==> src/rtl/state_dump_pkg.sv <==
// Shared types and constants for the save-state snapshot path.
package state_dump_pkg;

   typedef enum logic [2:0] {
      S_IDLE,
      S_HEADER,
      S_STREAM,
      S_CHECKSUM,
      S_DONE
   } dump_state_t;

   localparam logic [7:0] DUMP_HEADER    = 8'h5A;
   localparam logic [8:0] DUMP_LAST_ADDR = 9'h11B;
   localparam int         DUMP_FRAME_LEN = 286;

endpackage

==> src/rtl/state_dumper_if.sv <==
// Byte stream from the state dumper to the MCU-side transport.
interface state_dumper_if;
   import state_dump_pkg::*;

   logic [7:0] out_data;
   logic       out_valid;
   logic       out_ready;
   logic       out_last;

   modport master (output out_data, output out_valid, output out_last, input out_ready);
   modport slave  (input out_data, input out_valid, input out_last, output out_ready);

endinterface

==> src/rtl/stream_skid2.sv <==
// Two-entry valid/ready buffer; credit reports free entries so a producer
// with read latency can throttle issue without an in_ready round trip.
module stream_skid2 #(
   parameter int DATA_W = 8
) (
   input  logic              clk,
   input  logic              reset_n,
   input  logic              flush,
   input  logic [DATA_W-1:0] in_data,
   input  logic              in_valid,
   output logic [DATA_W-1:0] out_data,
   output logic              out_valid,
   input  logic              out_ready,
   output logic [1:0]        credit
);

   logic [DATA_W-1:0] head_q;
   logic [DATA_W-1:0] tail_q;
   logic [1:0]        count_q;
   logic              push;
   logic              pop;

   assign push      = in_valid && (count_q != 2'd2);
   assign pop       = out_valid && out_ready;
   assign out_valid = (count_q != 2'd0);
   assign out_data  = out_valid ? head_q : '0;
   assign credit    = 2'd2 - count_q;

   always_ff @(posedge clk or negedge reset_n) begin
      if (!reset_n) begin
         count_q <= 2'd0;
      end else if (flush) begin
         count_q <= 2'd0;
      end else begin
         count_q <= count_q + {1'b0, push} - {1'b0, pop};
      end
   end

   // Head always holds the oldest byte so it stays stable until popped.
   always_ff @(posedge clk) begin
      if (pop) begin
         if (count_q == 2'd2) begin
            head_q <= tail_q;
         end else if (push) begin
            head_q <= in_data;
         end
      end else if (push) begin
         if (count_q == 2'd0) begin
            head_q <= in_data;
         end else begin
            tail_q <= in_data;
         end
      end
   end

endmodule

==> src/rtl/state_dumper.sv <==
// Walks the recorder readout port and frames it as header, data bytes and
// an XOR checksum on a valid/ready byte stream.
module state_dumper
   import state_dump_pkg::*;
#(
   parameter logic [7:0] HEADER    = DUMP_HEADER,
   parameter logic [8:0] LAST_ADDR = DUMP_LAST_ADDR
) (
   input  logic           clk,
   input  logic           reset_n,
   input  logic           start,
   input  logic           abort,
   output logic           busy,
   output logic           done,
   output logic [8:0]     read_addr,
   input  logic [7:0]     read_data,
   state_dumper_if.master dump
);

   dump_state_t state_q;
   logic [8:0]  iss_cnt_q;
   logic        iss_done_q;
   logic        rd_vld_p1;
   logic [8:0]  acc_cnt_q;
   logic [7:0]  csum_q;

   logic [7:0]  buf_data;
   logic        buf_valid;
   logic        buf_ready;
   logic [1:0]  credit;
   logic        flush;
   logic        fetching;
   logic        start_ok;
   logic        pop;
   logic        hs_out;
   logic        issue;

   assign read_addr = iss_cnt_q;
   assign fetching  = (state_q == S_HEADER) || (state_q == S_STREAM);
   assign start_ok  = (state_q == S_IDLE) && start && !abort;
   assign flush     = abort && (state_q != S_IDLE);
   assign buf_ready = (state_q == S_STREAM) && dump.out_ready;
   assign pop       = buf_valid && buf_ready;
   assign hs_out    = dump.out_valid && dump.out_ready;

   // read_addr rests at 0 in IDLE, so the start cycle itself issues address 0.
   // Afterwards a read may issue only if the byte still in flight plus this
   // one fit in the space left after this cycle's pop.
   assign issue = start_ok ||
                  (fetching && !abort && !iss_done_q &&
                   ({2'b00, rd_vld_p1} < ({1'b0, credit} + {2'b00, pop})));

   stream_skid2 #(
      .DATA_W (8)
   ) u_skid (
      .clk       (clk),
      .reset_n   (reset_n),
      .flush     (flush),
      .in_data   (read_data),
      .in_valid  (rd_vld_p1),
      .out_data  (buf_data),
      .out_valid (buf_valid),
      .out_ready (buf_ready),
      .credit    (credit)
   );

   always_comb begin
      dump.out_valid = 1'b0;
      dump.out_data  = 8'h00;
      dump.out_last  = 1'b0;
      case (state_q)
         S_HEADER: begin
            dump.out_valid = 1'b1;
            dump.out_data  = HEADER;
         end
         S_STREAM: begin
            dump.out_valid = buf_valid;
            dump.out_data  = buf_data;
         end
         S_CHECKSUM: begin
            dump.out_valid = 1'b1;
            dump.out_data  = csum_q;
            dump.out_last  = 1'b1;
         end
         default: ;
      endcase
   end

   always_ff @(posedge clk or negedge reset_n) begin
      if (!reset_n) begin
         state_q    <= S_IDLE;
         busy       <= 1'b0;
         done       <= 1'b0;
         iss_cnt_q  <= 9'd0;
         iss_done_q <= 1'b0;
         rd_vld_p1  <= 1'b0;
         acc_cnt_q  <= 9'd0;
         csum_q     <= 8'h00;
      end else begin
         done      <= 1'b0;
         rd_vld_p1 <= issue;
         if (issue) begin
            iss_done_q <= (iss_cnt_q == LAST_ADDR);
            if (iss_cnt_q != LAST_ADDR) begin
               iss_cnt_q <= iss_cnt_q + 9'd1;
            end
         end
         if (pop) begin
            csum_q <= csum_q ^ buf_data;
         end

         if (flush) begin
            state_q    <= S_IDLE;
            busy       <= 1'b0;
            iss_cnt_q  <= 9'd0;
            iss_done_q <= 1'b0;
            rd_vld_p1  <= 1'b0;
            acc_cnt_q  <= 9'd0;
         end else begin
            case (state_q)
               S_IDLE: begin
                  if (start_ok) begin
                     state_q   <= S_HEADER;
                     busy      <= 1'b1;
                     acc_cnt_q <= 9'd0;
                     csum_q    <= 8'h00;
                  end
               end
               S_HEADER: begin
                  if (hs_out) begin
                     state_q <= S_STREAM;
                  end
               end
               S_STREAM: begin
                  if (pop) begin
                     if (acc_cnt_q == LAST_ADDR) begin
                        state_q <= S_CHECKSUM;
                     end else begin
                        acc_cnt_q <= acc_cnt_q + 9'd1;
                     end
                  end
               end
               S_CHECKSUM: begin
                  if (hs_out) begin
                     state_q <= S_DONE;
                     done    <= 1'b1;
                  end
               end
               S_DONE: begin
                  state_q    <= S_IDLE;
                  busy       <= 1'b0;
                  iss_cnt_q  <= 9'd0;
                  iss_done_q <= 1'b0;
               end
               default: state_q <= S_IDLE;
            endcase
         end
      end
   end

endmodule

==> src/flat_wrapper.sv <==
// flat-port wrapper written by rule: the top's interface ports become plain ports
module state_dumper_flat import state_dump_pkg::*;
#(
   parameter logic [7:0] HEADER    = DUMP_HEADER,
   parameter logic [8:0] LAST_ADDR = DUMP_LAST_ADDR
)
  (clk, reset_n, start, abort, busy, done, read_addr, read_data, dump_out_data, dump_out_valid, dump_out_last, dump_out_ready);
  state_dumper_if dump_i ();
  input  logic clk;
  input  logic reset_n;
  input  logic start;
  input  logic abort;
  output logic busy;
  output logic done;
  output logic [8:0] read_addr;
  input  logic [7:0] read_data;
  output wire logic [$bits(dump_i.out_data)-1:0] dump_out_data;
  output wire logic [$bits(dump_i.out_valid)-1:0] dump_out_valid;
  output wire logic [$bits(dump_i.out_last)-1:0] dump_out_last;
  input wire logic [$bits(dump_i.out_ready)-1:0] dump_out_ready;
  assign dump_out_data = dump_i.out_data;
  assign dump_out_valid = dump_i.out_valid;
  assign dump_out_last = dump_i.out_last;
  assign dump_i.out_ready = dump_out_ready;
  state_dumper #(.HEADER(HEADER), .LAST_ADDR(LAST_ADDR)) u_core (.clk(clk), .reset_n(reset_n), .start(start), .abort(abort), .busy(busy), .done(done), .read_addr(read_addr), .read_data(read_data), .dump(dump_i));
endmodule
==> config.mk <==
export PLATFORM = sky130hd
export DESIGN_NAME = state_dumper_flat
export DESIGN_NICKNAME = d
export VERILOG_FILES = /design/src/rtl/state_dump_pkg.sv /design/src/rtl/state_dumper_if.sv /design/src/rtl/stream_skid2.sv /design/src/rtl/state_dumper.sv /design/src/flat_wrapper.sv
export SDC_FILE = /design/constraint.sdc
export NUM_CORES = 1
export LEC_CHECK = 0
export CAP_MARGIN = 20
export CORE_MARGIN = 5
export CORE_UTILIZATION = 44
export DETAILED_ROUTE_END_ITERATION = 8
export PLACE_DENSITY_LB_ADDON = 0.08
export SLEW_MARGIN = 20
export SYNTH_ARGS = -nofsm -noshare
export SYNTH_HDL_FRONTEND = slang
export SYNTH_SLANG_ARGS = --single-unit
==> constraint.sdc <==
create_clock -name clk -period 3.8 [get_ports clk]
set_clock_uncertainty 0.05 [all_clocks]
set_input_delay 0.76 -clock clk [delete_from_list [all_inputs] [get_ports clk]]
set_output_delay 0.76 -clock clk [all_outputs]
set_load 0.05 [all_outputs]
# Yosys cells after proc, flatten, opt, wreduce, memory -nomap -nowiden

Cells that the tools add are included.

Flip-flop bits (word level): 51
Input bits: 13
Output and inout port bits: 21
Word-level logic and storage cells: 108

Add/sub/neg operators: 6
Order comparisons: 1
Equality and inequality tests: 15
Mux-type cells: 40
Bitwise operators: 3
Reductions and logical operators: 32

Operators with widths:

| kind                                                | count |
|---|---|
| two-way mux 8 bit                                   | 10 |
| two-way mux 9 bit                                   | 8 |
| case mux 8 bit (3 select lines)                     | 1 |
| adder 9 x 1 -> 9 bit, second input constant         | 2 |
| equality test 9 bit, second input constant          | 2 |
| two-way mux 3 bit                                   | 6 |
| case mux 9 bit (2 select lines)                     | 1 |
| nonzero test 3 bit                                  | 5 |
| != test 3 x 1 -> 1 bit, second input constant       | 4 |
| case mux 3 bit (4 select lines)                     | 1 |
| logical AND 1 bit                                   | 10 |
| two-way mux 1 bit                                   | 10 |
| != test 9 bit, second input constant                | 1 |
| nonzero test 2 bit                                  | 4 |
| bitwise XOR 8 bit                                   | 1 |
| equality test 3 x 2 -> 1 bit, second input constant | 2 |
| != test 3 x 2 -> 1 bit, second input constant       | 2 |
| AND reduction 3 bit                                 | 2 |
| AND reduction 5 bit                                 | 1 |
| case mux 1 bit (2 select lines)                     | 2 |
| AND reduction 2 bit                                 | 2 |
| AND reduction 4 bit                                 | 1 |
| adder 2 x 1 -> 3 bit                                | 1 |
| equality test 3 x 1 -> 1 bit, second input constant | 1 |
| other kinds (14)                                    | 17 |

# Depth between registers and ports, before layout

Gate-level depths: netlist (run 1).

Depth in word-level cells: 10
Depth in mapped cells: 11
Gate-level depth less buffers: 10

# Hierarchy

From an unflattened synthesis (run 1), not the netlist that was laid out.

Cell total of the unflattened synthesis: 278
Area total of the unflattened synthesis: 2,821.5 um2

By module, submodules not included:

| module       | instances | cells an instance | area an instance (um2) | sequential area each (um2) |
|---|---|---|---|---|
| state_dumper | 1         | 223               | 1,984.4                | 825.8 |
| stream_skid2 | 1         | 55                | 837.1                  | 530.5 |

# Worst setup path before layout (run 1)

No wires, ideal clock.

Path kind: register to output
Start point: register u_core.u_skid.count_q[0]
End point: output dump_out_data[1]
Data arrival time: 2,077 ps
Required time: 2,990 ps
Setup slack: 913 ps
Cell stages (with the launch flop): 6
Path buffers: 0
Cells stage by stage: dfrtp_1 > inv_1 > ha_1 > nor2b_1 > a21oi_1 > nor3_1

Cells in the longest elaborated chain, start to end: 3

Ends and longest elaborated chain:

| item                            | RTL line           | source |
|---|---|---|
| start: declaration              | stream_skid2.sv:19 | `logic [1:0] count_q;` |
| start signal: assignment        | stream_skid2.sv:35 | `count_q <= count_q + {1'b0, push} - {1'b0, pop};` |
| nonzero test 2 bit              | stream_skid2.sv:25 | `assign out_valid = (count_q != 2'd0);` |
| two-way mux 8 bit               | stream_skid2.sv:26 | `assign out_data = out_valid ? head_q : '0;` |
| case mux 8 bit (3 select lines) | state_dumper.sv:71 | `case (state_q)` |
| end: declaration                | flat_wrapper.sv:17 | `output wire logic [$bits(dump_i.out_data)-1:0] dump_out_data;` |

Every way passes these cells.

# Worst setup path after layout (run 1)

Start point: register u_core.u_skid.count_q[0]
End point: output dump_out_data[4]

Same word-level chain as after synthesis.

==> results.md, run 1 <==
* Hold Crit Class: register to register
* Final worst-path cycle share at 89.3%
* GPL Wtd Cong at 0.832
* Post-synth EDFFs at 16
* Drt initial violations at 134
* Fin Setup TNS at 0 ns
* Sequential share of power at 41.4%
* CTS buffer count at 5
* Post-DP HPWL at 3870 µm
* Min Tclk post-route at 3.39 ns
* Combinational fraction of design power at 42.8%
* Placeable Area at just under 6000 µm²
* Final Hold Viols at 0
* Vias per std cell at roughly 5.4
* Commonest non-fill, non-tap cell in the layout: dfrtp_1
* Syn Nets at roughly 270
* Chip width at 87.2 µm
* Worst endpoint data arrival time at around 2.6 ns
* Int Pwr at 1120 µW
* Final setup violation count at 0
* Area added between synthesis and finish at 18.3%
* Leakage at 0.00127 µW
* Hold_buf cts at 0
* Switching part of the total at 41.7%
* Clk network pwr share at 15.7%
* Fin nets at 306
* Depth of the CTS H-tree at 2
* CP max-delay cell: clkdlybuf4s50_1
* Most frequent cells in the layout: 35 x dfrtp_1, 33 x clkdlybuf4s50_1, 30 x nor2_1, 23 x nand2_1, 16 x edfxtp_1
* # IOs at 34
* Seq cells post-synth at between 50 and 60
* Routed Antenna Nets at 0
* Post-Syn Area per Cell at ~10 µm²
* Final number of max-transition violations at 0
* Die extent in y at 87.2 µm
* # port buffers at 33
* Crit Path Class: register to output port
* Area contributors post-synth: dfrtp_1 33%, edfxtp_1 18%, nor2_1 4.3%
* Req. time, crit path at 2.99 ns
* CTS tree: done
* Post-CTS sizing at 0
* Sw power at 805 µW
* Initial Util at 44.8%
* Postcts setup bufs at 0
* Power per cell area at 622 nW/µm²
* Tot GR Track Use at roughly 16%
* Vias in the first global route at about 1900
* Grt ovf at 0
* Pin count of the biggest net entering global routing at 36
* WP buf/inv at 2
* Syn Inst Count at 252
* Synth Cell Area at 2620 µm²
* FF+latch area at ~1400 µm²
* Post-synth ARST share at approximately two thirds
* CTS sink count at just over 50
* Detailed Routing Iterations Pass 1 at 4
* Fill cells at 542
* Worst slew margin at 45.7%
* Synth top area share at 33.4%
* Root Buffer: clkbuf_8
* WHS at ~0.43 ns
* Worst-path maximum fanout at 6
* Worst path cell trace: inv_1, ha_1, nor2b_1, a21oi_1, nor3_1, clkdlybuf4s50_1
* Max Clk Rate at 295 MHz
* Post-synthesis sequential area ratio at about 52%
* RSZ-0062 raised after global routing: no
* WL/cell at 15.3 µm
* Worst Max-Slew Pin Slew at 0.792 ns
* Warnings, synthesis at 0
* Peak supply drop at 0.325 mV
* First-pass GRT wire length at 9310 µm
* Initial antenna violation count at 0
* Clock Latency Late Sink at approximately 0.3 ns
* CTS max path bufs at 2
* Multi-input gate area at 1170 µm²
* Share of cells above drive strength 1 at just under 5%
* Top Family by Delay on Critical Path: buffers and inverters
* Site Rows at 28
* Die area at about 7600 µm²
* Clock slew at reported path FFs at 0.09 ns
* Run status: finished clean
* Via count at 1967
* Startpoint Class: register
* Cell accounting for the most synthesized area: dfrtp_1
* Max Cap Viol at 0
* Antenna cells at 0
* Post-Route WL at 5540 µm
* Unique masters post-synth at 46
* Crit end category: output port
* Drt drc at 0
* Crit-path max cell delay at roughly 0.84 ns
* Predominant post-synthesis flop cell: dfrtp_1
## cell type report
| type | instances | area share, % |
|---|---|---|
| clock buffers | 8 | 2.58 |
| repair buffers | 37 | 11.6 |
| well taps | 75 | 3.03 |
| flip-flops and latches | 51 | 43.7 |
| inverters | 11 | 1.33 |
| multi-input cells | 180 | 37.7 |
## per-stage QoR
step	instance area [µm²]	worst slack [ns]	instances	power [µW]	util, %
floorplan	2620	0.913	252	1400	-
global placement	3020	0.651	354	1640	51.6
detailed placement	3020	0.605	354	1650	51.6
CTS	3100	0.384	362	1950	53.0
global route	3100	0.190	362	2060	53.0
finish	3100	0.408	362	1930	53.0
## sequential cells by signal, indices dropped and copies added (netlist names)
name	cells
u_core.read_addr	9
u_core.u_skid.tail_q	8
u_core.acc_cnt_q	9
u_core.busy	1
u_core.iss_done_q	1
u_core.done	1
u_core.rd_vld_p1	1
u_core.csum_q	8
u_core.u_skid.count_q	2
u_core.u_skid.head_q	8
u_core.state_q	3
## per-layer routing
metal	share of wire (%)	global-route usage [%]
met1	48	22.7
met2	46	24.4
met3	4.6	3.31
met4	0.69	4.60
met5	0	0
## power by group through the flow
stage	Sequential, µW	Combinational [µW]	Clock (µW)
finish	799	827	304
floorplan	833	565	0
detailed placement	811	836	0
CTS	801	838	311
global route	819	913	332
global placement	809	831	0
## logic make-up after synthesis
logic type / share of synthesized area, %
and+or+nand+nor: 18.7
muxes: 4.96
xor gates and xnor gates: 3.67
buffers and inverters: 3.67
AOI/OAI and AO/OA: 13.9
adders and majority gates: 3.34
DFF: 51.7
## cells in the mapped netlist (all sizes together), types with 2 or more instances
cell / n
mux2i: 4
xnor2: 3
mux2: 8
and3: 7
nor4b: 2
a21boi: 2
buf: 8
nor3: 7
dfrtp: 35
or4: 2
nand2: 23
nor2b: 6
nor2: 30
a31oi: 3
nand2b: 8
edfxtp: 16
nand3: 6
inv: 11
o21ai: 13
clkbuf: 2
nand4: 2
a21oi: 8
o211ai: 4
a22oi: 4
xor2: 8
ha: 7
o31ai: 10
## worst register-to-register path: stages (launching register included)
cell      delay (ns)
dfrtp_1         0.81
nor2_1          0.21
and3_1          0.25
ha_1            0.27
nand2b_1        0.06
a221oi_2        0.32
o21ai_2         0.18
or4_1           0.53
a21oi_1         0.15
## worst paths after layout
path / startpoint / depth (start not counted) / endpoint / slack [ns]
worst max-delay path: u_core.u_skid.count_q[0] / 6 / dump_out_data[4] / 0.41
worst min-delay path: u_core.acc_cnt_q[8] / 1 / u_core.acc_cnt_q[8] / 0.43
worst max register to register: u_core.state_q[0] / 8 / u_core.read_addr[7] / 0.89
worst min register to register: u_core.acc_cnt_q[8] / 1 / u_core.acc_cnt_q[8] / 0.43
max in group asynchronous: reset_n / 2 / u_core.read_addr[2] / 2.55
min in group asynchronous: reset_n / 2 / u_core.csum_q[5] / 0.82
Note: power is estimated with default switching activity, not from simulation.
==> run 2: changes to the inputs <==
- clock period: 3.8 -> 3.1 ns (I/O delays scaled with it)
==> results.md, run 2 (synthesis gave the netlist of run 1 again) <==
* Most used cell, CP: nor2_1
* Worst path cell trace: inv_1, ha_1, nor2b_1, buf_4, nor2_1, nor2_1, clkdlybuf4s50_1 (was inv_1, ha_1, nor2b_1, a21oi_1, nor3_1, clkdlybuf4s50_1)
* Share of cells above drive strength 1 at 10.1% (was 4.88%)
* Vias per std cell at 5.37 (was 5.43)
* CP max-delay cell: clkdlybuf4s50_1 (unchanged)
* Crit end category: output port (unchanged)
* Die extent in y at 87.2 µm (unchanged)
* Fin nets at 315 (was 306)
* Initial antenna violation count at 0 (unchanged)
* Clock Latency Late Sink at 0.30 ns (about the same)
* # IOs at 34 (unchanged)
* Post-Route WL at 5510 µm (was 5540 µm)
* Worst slew margin at 50.3% (was 45.7%)
* Min Tclk post-route at 2.94 ns
* Vias in the first global route at 1827 (was 1856)
* CTS max path bufs at 2 (unchanged)
* FF+latch area at 1360 µm² (unchanged)
* Total Power at 2490 µW (was 1930 µW)
* CTS tree: done (unchanged)
* Post-DP HPWL at 3920 µm (was 3870 µm)
* Commonest non-fill, non-tap cell in the layout: dfrtp_1 (unchanged)
* Max Cap Viol at 0 (unchanged)
* Multi-input gate area at 1170 µm² (unchanged)
* First-pass GRT wire length at 9070 µm (was 9310 µm)
* Worst-path maximum fanout at 5 (was 6)
* Req. time, crit path at 2.43 ns (was 2.99 ns)
* CTS buffer count at 5 (unchanged)
* Setup ws final at 0.162 ns (was 0.408 ns)
* Initial Util at 44.8% (unchanged)
* Depth of the CTS H-tree at 2 (unchanged)
* Tot GR Track Use at 15.4% (was 15.9%)
* Pin count of the biggest net entering global routing at 36 (unchanged)
* Die area at 7600 µm² (unchanged)
* Fill cells at 536 (was 542)
* Root Buffer: clkbuf_8 (unchanged)
* Final worst-path cycle share at 94.8%
* Clock slew at reported path FFs at 0.09 ns (about the same)
* Chip width at 87.2 µm (unchanged)
* Worst Max-Slew Pin Slew at 0.725 ns (was 0.792 ns)
* Leakage at 0.00141 µW (was 0.00127 µW)
* Worst endpoint data arrival time at 2.27 ns (was 2.58 ns)
* Antenna cells at 0 (unchanged)
* Area added between synthesis and finish at 22.1% (was 18.3%)
* Run status: finished clean (unchanged)
* GPL Wtd Cong at 0.762 (was 0.832)
* Most frequent cells in the layout: 35 x dfrtp_1, 30 x nor2_1, 25 x clkdlybuf4s50_1, 23 x nand2_1, 17 x buf_4 (was 35 x dfrtp_1, 33 x clkdlybuf4s50_1, 30 x nor2_1, 23 x nand2_1, 16 x edfxtp_1)
* Pre-CTS setup slack at 0.185 ns (was 0.605 ns)
* Placeable Area at 5850 µm² (unchanged)
* Detailed Routing Iterations Pass 1 at 4 (unchanged)
* Max Clk Rate at 340 MHz
* Fin Setup TNS at 0 ns (unchanged)
* RSZ-0062 raised after global routing: no (unchanged)
* Final number of max-transition violations at 0 (unchanged)
* CTS sink count at 51 (unchanged)
* Final Hold Viols at 0 (unchanged)
* WHS at 0.439 ns (was 0.430 ns)
* Grt ovf at 0 (unchanged)
* Routed Antenna Nets at 0 (unchanged)
* Startpoint Class: register (unchanged)
* Hold Crit Class: register to register (unchanged)
* Via count at 1993 (was 1967)
* Crit-path max cell delay at 0.81 ns (was 0.84 ns)
* Drt drc at 0 (unchanged)
* # port buffers at 33 (unchanged)
* Drt initial violations at 82 (was 134)
* Site Rows at 28 (unchanged)
* Peak supply drop at 0.406 mV (was 0.325 mV)
* Crit Path Class: register to output port (unchanged)
* WL/cell at 14.8 µm (was 15.3 µm)
* Power per cell area at 777 nW/µm² (was 622 nW/µm²)
* Final setup violation count at 0 (unchanged)
-- run 2: cell types whose count changed in the layout (fill, tap and decap cells not counted) --
| cell | before | now |
|---|---|---|
| clkinv_4 | 0 | 1 |
| clkbuf_1 | 3 | 0 |
| dlymetal6s2s_1 | 0 | 4 |
| buf_4 | 4 | 17 |
| clkinv_2 | 0 | 1 |
| bufinv_16 | 0 | 1 |
| clkdlybuf4s50_1 | 33 | 25 |
-- run 2: path summary, 6_finish.rpt --
check / startpoint / cells after the start / end / slack (ns)
worst min-delay path: u_core.acc_cnt_q[8] / 1 / u_core.acc_cnt_q[8] / 0.44
max in group asynchronous: reset_n / 2 / u_core.state_q[0] / 1.99
worst max register to register: u_core.u_skid.count_q[0] / 10 / u_core.read_addr[7] / 0.40
worst max-delay path: u_core.u_skid.count_q[0] / 7 / dump_out_valid / 0.16
min in group asynchronous: reset_n / 2 / u_core.csum_q[5] / 0.67
worst min register to register: u_core.acc_cnt_q[8] / 1 / u_core.acc_cnt_q[8] / 0.44
-- run 2: through the flow --
stage / area [µm²] / std cells / util (%)
after CTS: 3190 / 371 / 54.6
final: 3200 / 371 / 54.7
after global routing: 3200 / 371 / 54.7
after floorplan: 2620 / 252 / -
after global placement: 3080 / 363 / 52.6
after detailed placement: 3080 / 363 / 52.6
-- run 2: cell type report --
class,count,share of cell area [%]
Clock inverter,3,1.37
Tap cell,75,2.93
Multi-Input combinational cell,180,36.5
Clock buffer,5,2.15
Timing Repair Buffer,46,13.4
Inverter,11,1.29
Sequential cell,51,42.4
-- run 2: critical path: cells and delay by family (launching register included) --
family	cells	cell delay, ns
buf+inv	3	1.04
flops	1	0.40
simple gates	3	0.29
fa+ha+maj	1	0.24
-- run 2: repair_timing --
action | in CTS | in global routing
endpoints found under the setup margin | 0 | 4
setup buffers | 0 | 0
gates resized for setup | 0 | 4
hold buffers | 0 | 0
-- run 2: metal layers --
layer / GRT usage [%] / up-vias / routed length, µm
met3: 3.41 / 6 / 189
met5: 0 / - / 0
met1: 22.1 / 971 / 2640
met4: 4.60 / 0 / 68
met2: 23.4 / 24 / 2610
li1: - / 992 / -
-- run 2: power breakdown --
part / total, µW / internal (µW) / switching [µW]
clock: 463 / 241 / 223
sequential: 952 / 850 / 102
combinational: 1070 / 391 / 681
total: 2490 / 1480 / 1010
==> variant, RTL diff (flow settings as in run 1) <==
Re-encode `dump_state_t` (5 states) as one-hot, 5 bits wide.
--- a/src/rtl/state_dump_pkg.sv
+++ b/src/rtl/state_dump_pkg.sv
@@ -2,10 +2,10 @@
 package state_dump_pkg;
 
-   typedef enum logic [2:0] {
-      S_IDLE,
-      S_HEADER,
-      S_STREAM,
-      S_CHECKSUM,
-      S_DONE
+   typedef enum logic [4:0] {
+      S_IDLE     = 5'b00001,
+      S_HEADER   = 5'b00010,
+      S_STREAM   = 5'b00100,
+      S_CHECKSUM = 5'b01000,
+      S_DONE     = 5'b10000
    } dump_state_t;
 
Formal check against the unedited RTL: same outputs for any inputs over 10 cycles, from zero or initial values and one cycle with reset_n low; not proved beyond that.
==> variant against run 1 <==
Synthesized cell count is 6.0% higher. Wire length is 6.4% higher. First-iteration DRC count down 35%. Maximum frequency is 1.1% higher. Register-to-register slack got worse by 0.07 ns. Worst setup slack gained 0.036 ns. Total power decreased by 14%. Final area increased by 7.2%. Sequential share of layout area is 1.4 points lower. Sequential cell count grew 2. Synthesized area up 8.8%. Critical endpoint is now dump_out_valid. Largest power group is now sequential cells. Highest routed layer unchanged.
==> variant: results (changes against run 1) <==
* Synth warn at 0 (unchanged)
* Routed met2 length at 2690 um (+4.6%)
* Crit path from: u_core.state_q[1]
* H-tree Lvls at 2 (unchanged)
* Layout cells sized above 1 at 0.117 (+0.0679)
* Least-Margin Pin Slew at 0.832 ns (+0.0403 ns)
* Root buffer cell: clkbuf_8
* Run status: complete, no violations
* DRT iter0 DRCs at 87 (-35%)
* Setup crit end: dump_out_valid
* Mux cell area share after synthesis at 0.0496 (-0.0000569)
* Vias in the first global route at 2,001 (+7.8%)
* Slowest stage delay, CP at 0.83 ns
* Overall Global Routing Usage at 0.147 (-0.0120)
* Post-synthesis compound-gate area fraction at 0.150 (+0.0107)
* Cell type of the slowest stage on the worst timing path: clkdlybuf4s50_1
* Crit-path max FO at 13 (+7)
* First-pass GRT wire length at 9960 um (+7.0%)
* Most numerous cell in the Yosys netlist: dfrtp_1
* Synth cell types at 53 (+15%)
* Met1 WL at 2910 um (+8.9%)
* Worst vdd ir at 290 uV (-11%)
* Leak at 1.43 nW (+12%)
* Post-synth top cells: dfrtp_1, nor2_1, nand2_1, edfxtp_1, xor2_1
* Top sig layer: met4
* FF-to-FF End: u_core.read_addr[2]
* Clk Latency, worst-skew pair at 0.31 ns
* Wire length on met3 at 197 um (-23%)
* Initial antenna violation count at 0 (unchanged)
* TritonRoute pass-1 iters at 4 (unchanged)
* Clk buf depth at 2 (unchanged)
* Detail Placement HPWL at 4090 um (+5.7%)
* R2r setup slk at 0.82 ns (-0.07 ns)
* WHS at 0.457 ns (+0.0273 ns)
* Critical Path AT at 2.55 ns (-0.03 ns)
* IO Port Bufs at 33 (unchanged)
* Routed WL at 5890 um (+6.4%)
* # diodes at 0 (unchanged)
* Adder-cell share of the synthesized area at 0.0307 (-0.00270)
* Number of fill cells in the layout at 597 (+10%)
* Sequential element share of the synthesized area at 0.493 (-0.0238)
* Largest net degree at the start of global routing at 38 (+5.6%)
* Final #Nets at 319 (+4.2%)
* Post-CTS setup buffer count at 0 (unchanged)
* Post-synth EDFFs at 16 (unchanged)
* RePlAce Congestion at 0.803 (-3.4%)
* Path depth of the worst reg2reg path at 8 (unchanged)
* Asr flop ratio synth at 0.698 (+0.0118)
* Post-Synth XOR/XNOR Area at 0.0522 (+0.0155)
* Detailed-route via count at 2,060 (+4.7%)
* Clk slew on worst S/H paths at 0.11 ns (+0.02 ns)
* Min-Delay Path Class: flip-flop to flip-flop
* Setup TNS at 0 ns (unchanged)
* PostCTS Resize Cnt at 0 (unchanged)
* Synth Net Count at 287 (+5.5%)
* FF-to-FF Start: u_core.state_q[3]
* CTS buffer count at 5 (unchanged)
* Synth area leaders: dfrtp_1, edfxtp_1, xor2_1
* Family with the most delay on the worst path: buffers and inverters
## variant: cell types whose count changed after synthesis, sizes merged, moves of 3 or more
cell     before  now
clkbuf        2    7
o21ai        13   10
inv          11    4
or3           1    4
o2111ai       0    3
a21oi         8    3
a22o          1    5
xor2          8   14
## variant: how the worst min path moves through the flow
stage	start	to	depth (start not counted)
floorplan	reset_n	u_core.acc_cnt_q[0]	0
global placement	u_core.busy	u_core.busy	2
detailed placement	u_core.busy	u_core.busy	2
CTS	u_core.acc_cnt_q[0]	u_core.acc_cnt_q[0]	1
global route	u_core.read_addr[4]	u_core.read_addr[4]	1
finish	u_core.acc_cnt_q[0]	u_core.acc_cnt_q[0]	1
## variant: cell type report
type | count | area, um2 | area share
Clock buffer | 5 | 68.8 | 0.0207
Clock inverter | 3 | 25.0 | 0.00753
Inverter | 4 | 15.0 | 0.00452
Multi-Input combinational cell | 196 | 1360 | 0.409
Sequential cell | 53 | 1410 | 0.423
Tap cell | 77 | 96.3 | 0.0290
Timing Repair Buffer | 39 | 350 | 0.105
## variant: kinds of logic (layout without fill, tap and decap cells)
family | count (synthesis) | in the layout
fa+ha+maj | 7 | 7
flops | 53 | 53
xor+xnor | 17 | 17
buf+inv | 18 | 51
simple gates | 105 | 105
compound gates | 54 | 54
mux | 13 | 13
## variant: where the power goes
group | switching [mW] | internal (mW) | leakage (nW) | total (mW)
Clock | 0.204 | 0.134 | 0.0447 | 0.337
Combinational | 0.357 | 0.205 | 0.731 | 0.563
Sequential | 0.0884 | 0.675 | 0.649 | 0.764
Total | 0.649 | 1.01 | 1.43 | 1.66
## variant: worst reg2reg max path, stage by stage, from the launching register on
cell	delay, ns
dfrtp_1	0.53
or3_1	0.54
nor4b_4	0.31
ha_1	0.15
nand2b_1	0.09
a2111oi_4	0.55
o21ai_2	0.14
or4_1	0.49
nand2_1	0.08
## variant: metrics by stage
step,utilization,area [um2],std cells,setup slack [ns]
6_report,0.527,3320,377,0.444
5_1_grt,0.527,3320,377,0.253
4_1_cts,0.526,3320,377,0.407
3_5_place_dp,0.511,3230,369,0.559
3_3_place_gp,0.511,3230,369,0.669
2_1_floorplan,-,2850,267,0.827
## variant: layer usage
layer	track usage	up-vias
li1	-	1037
met1	0.211	978
met2	0.217	38
met3	0.0317	7
met4	0.0533	0
met5	0	-
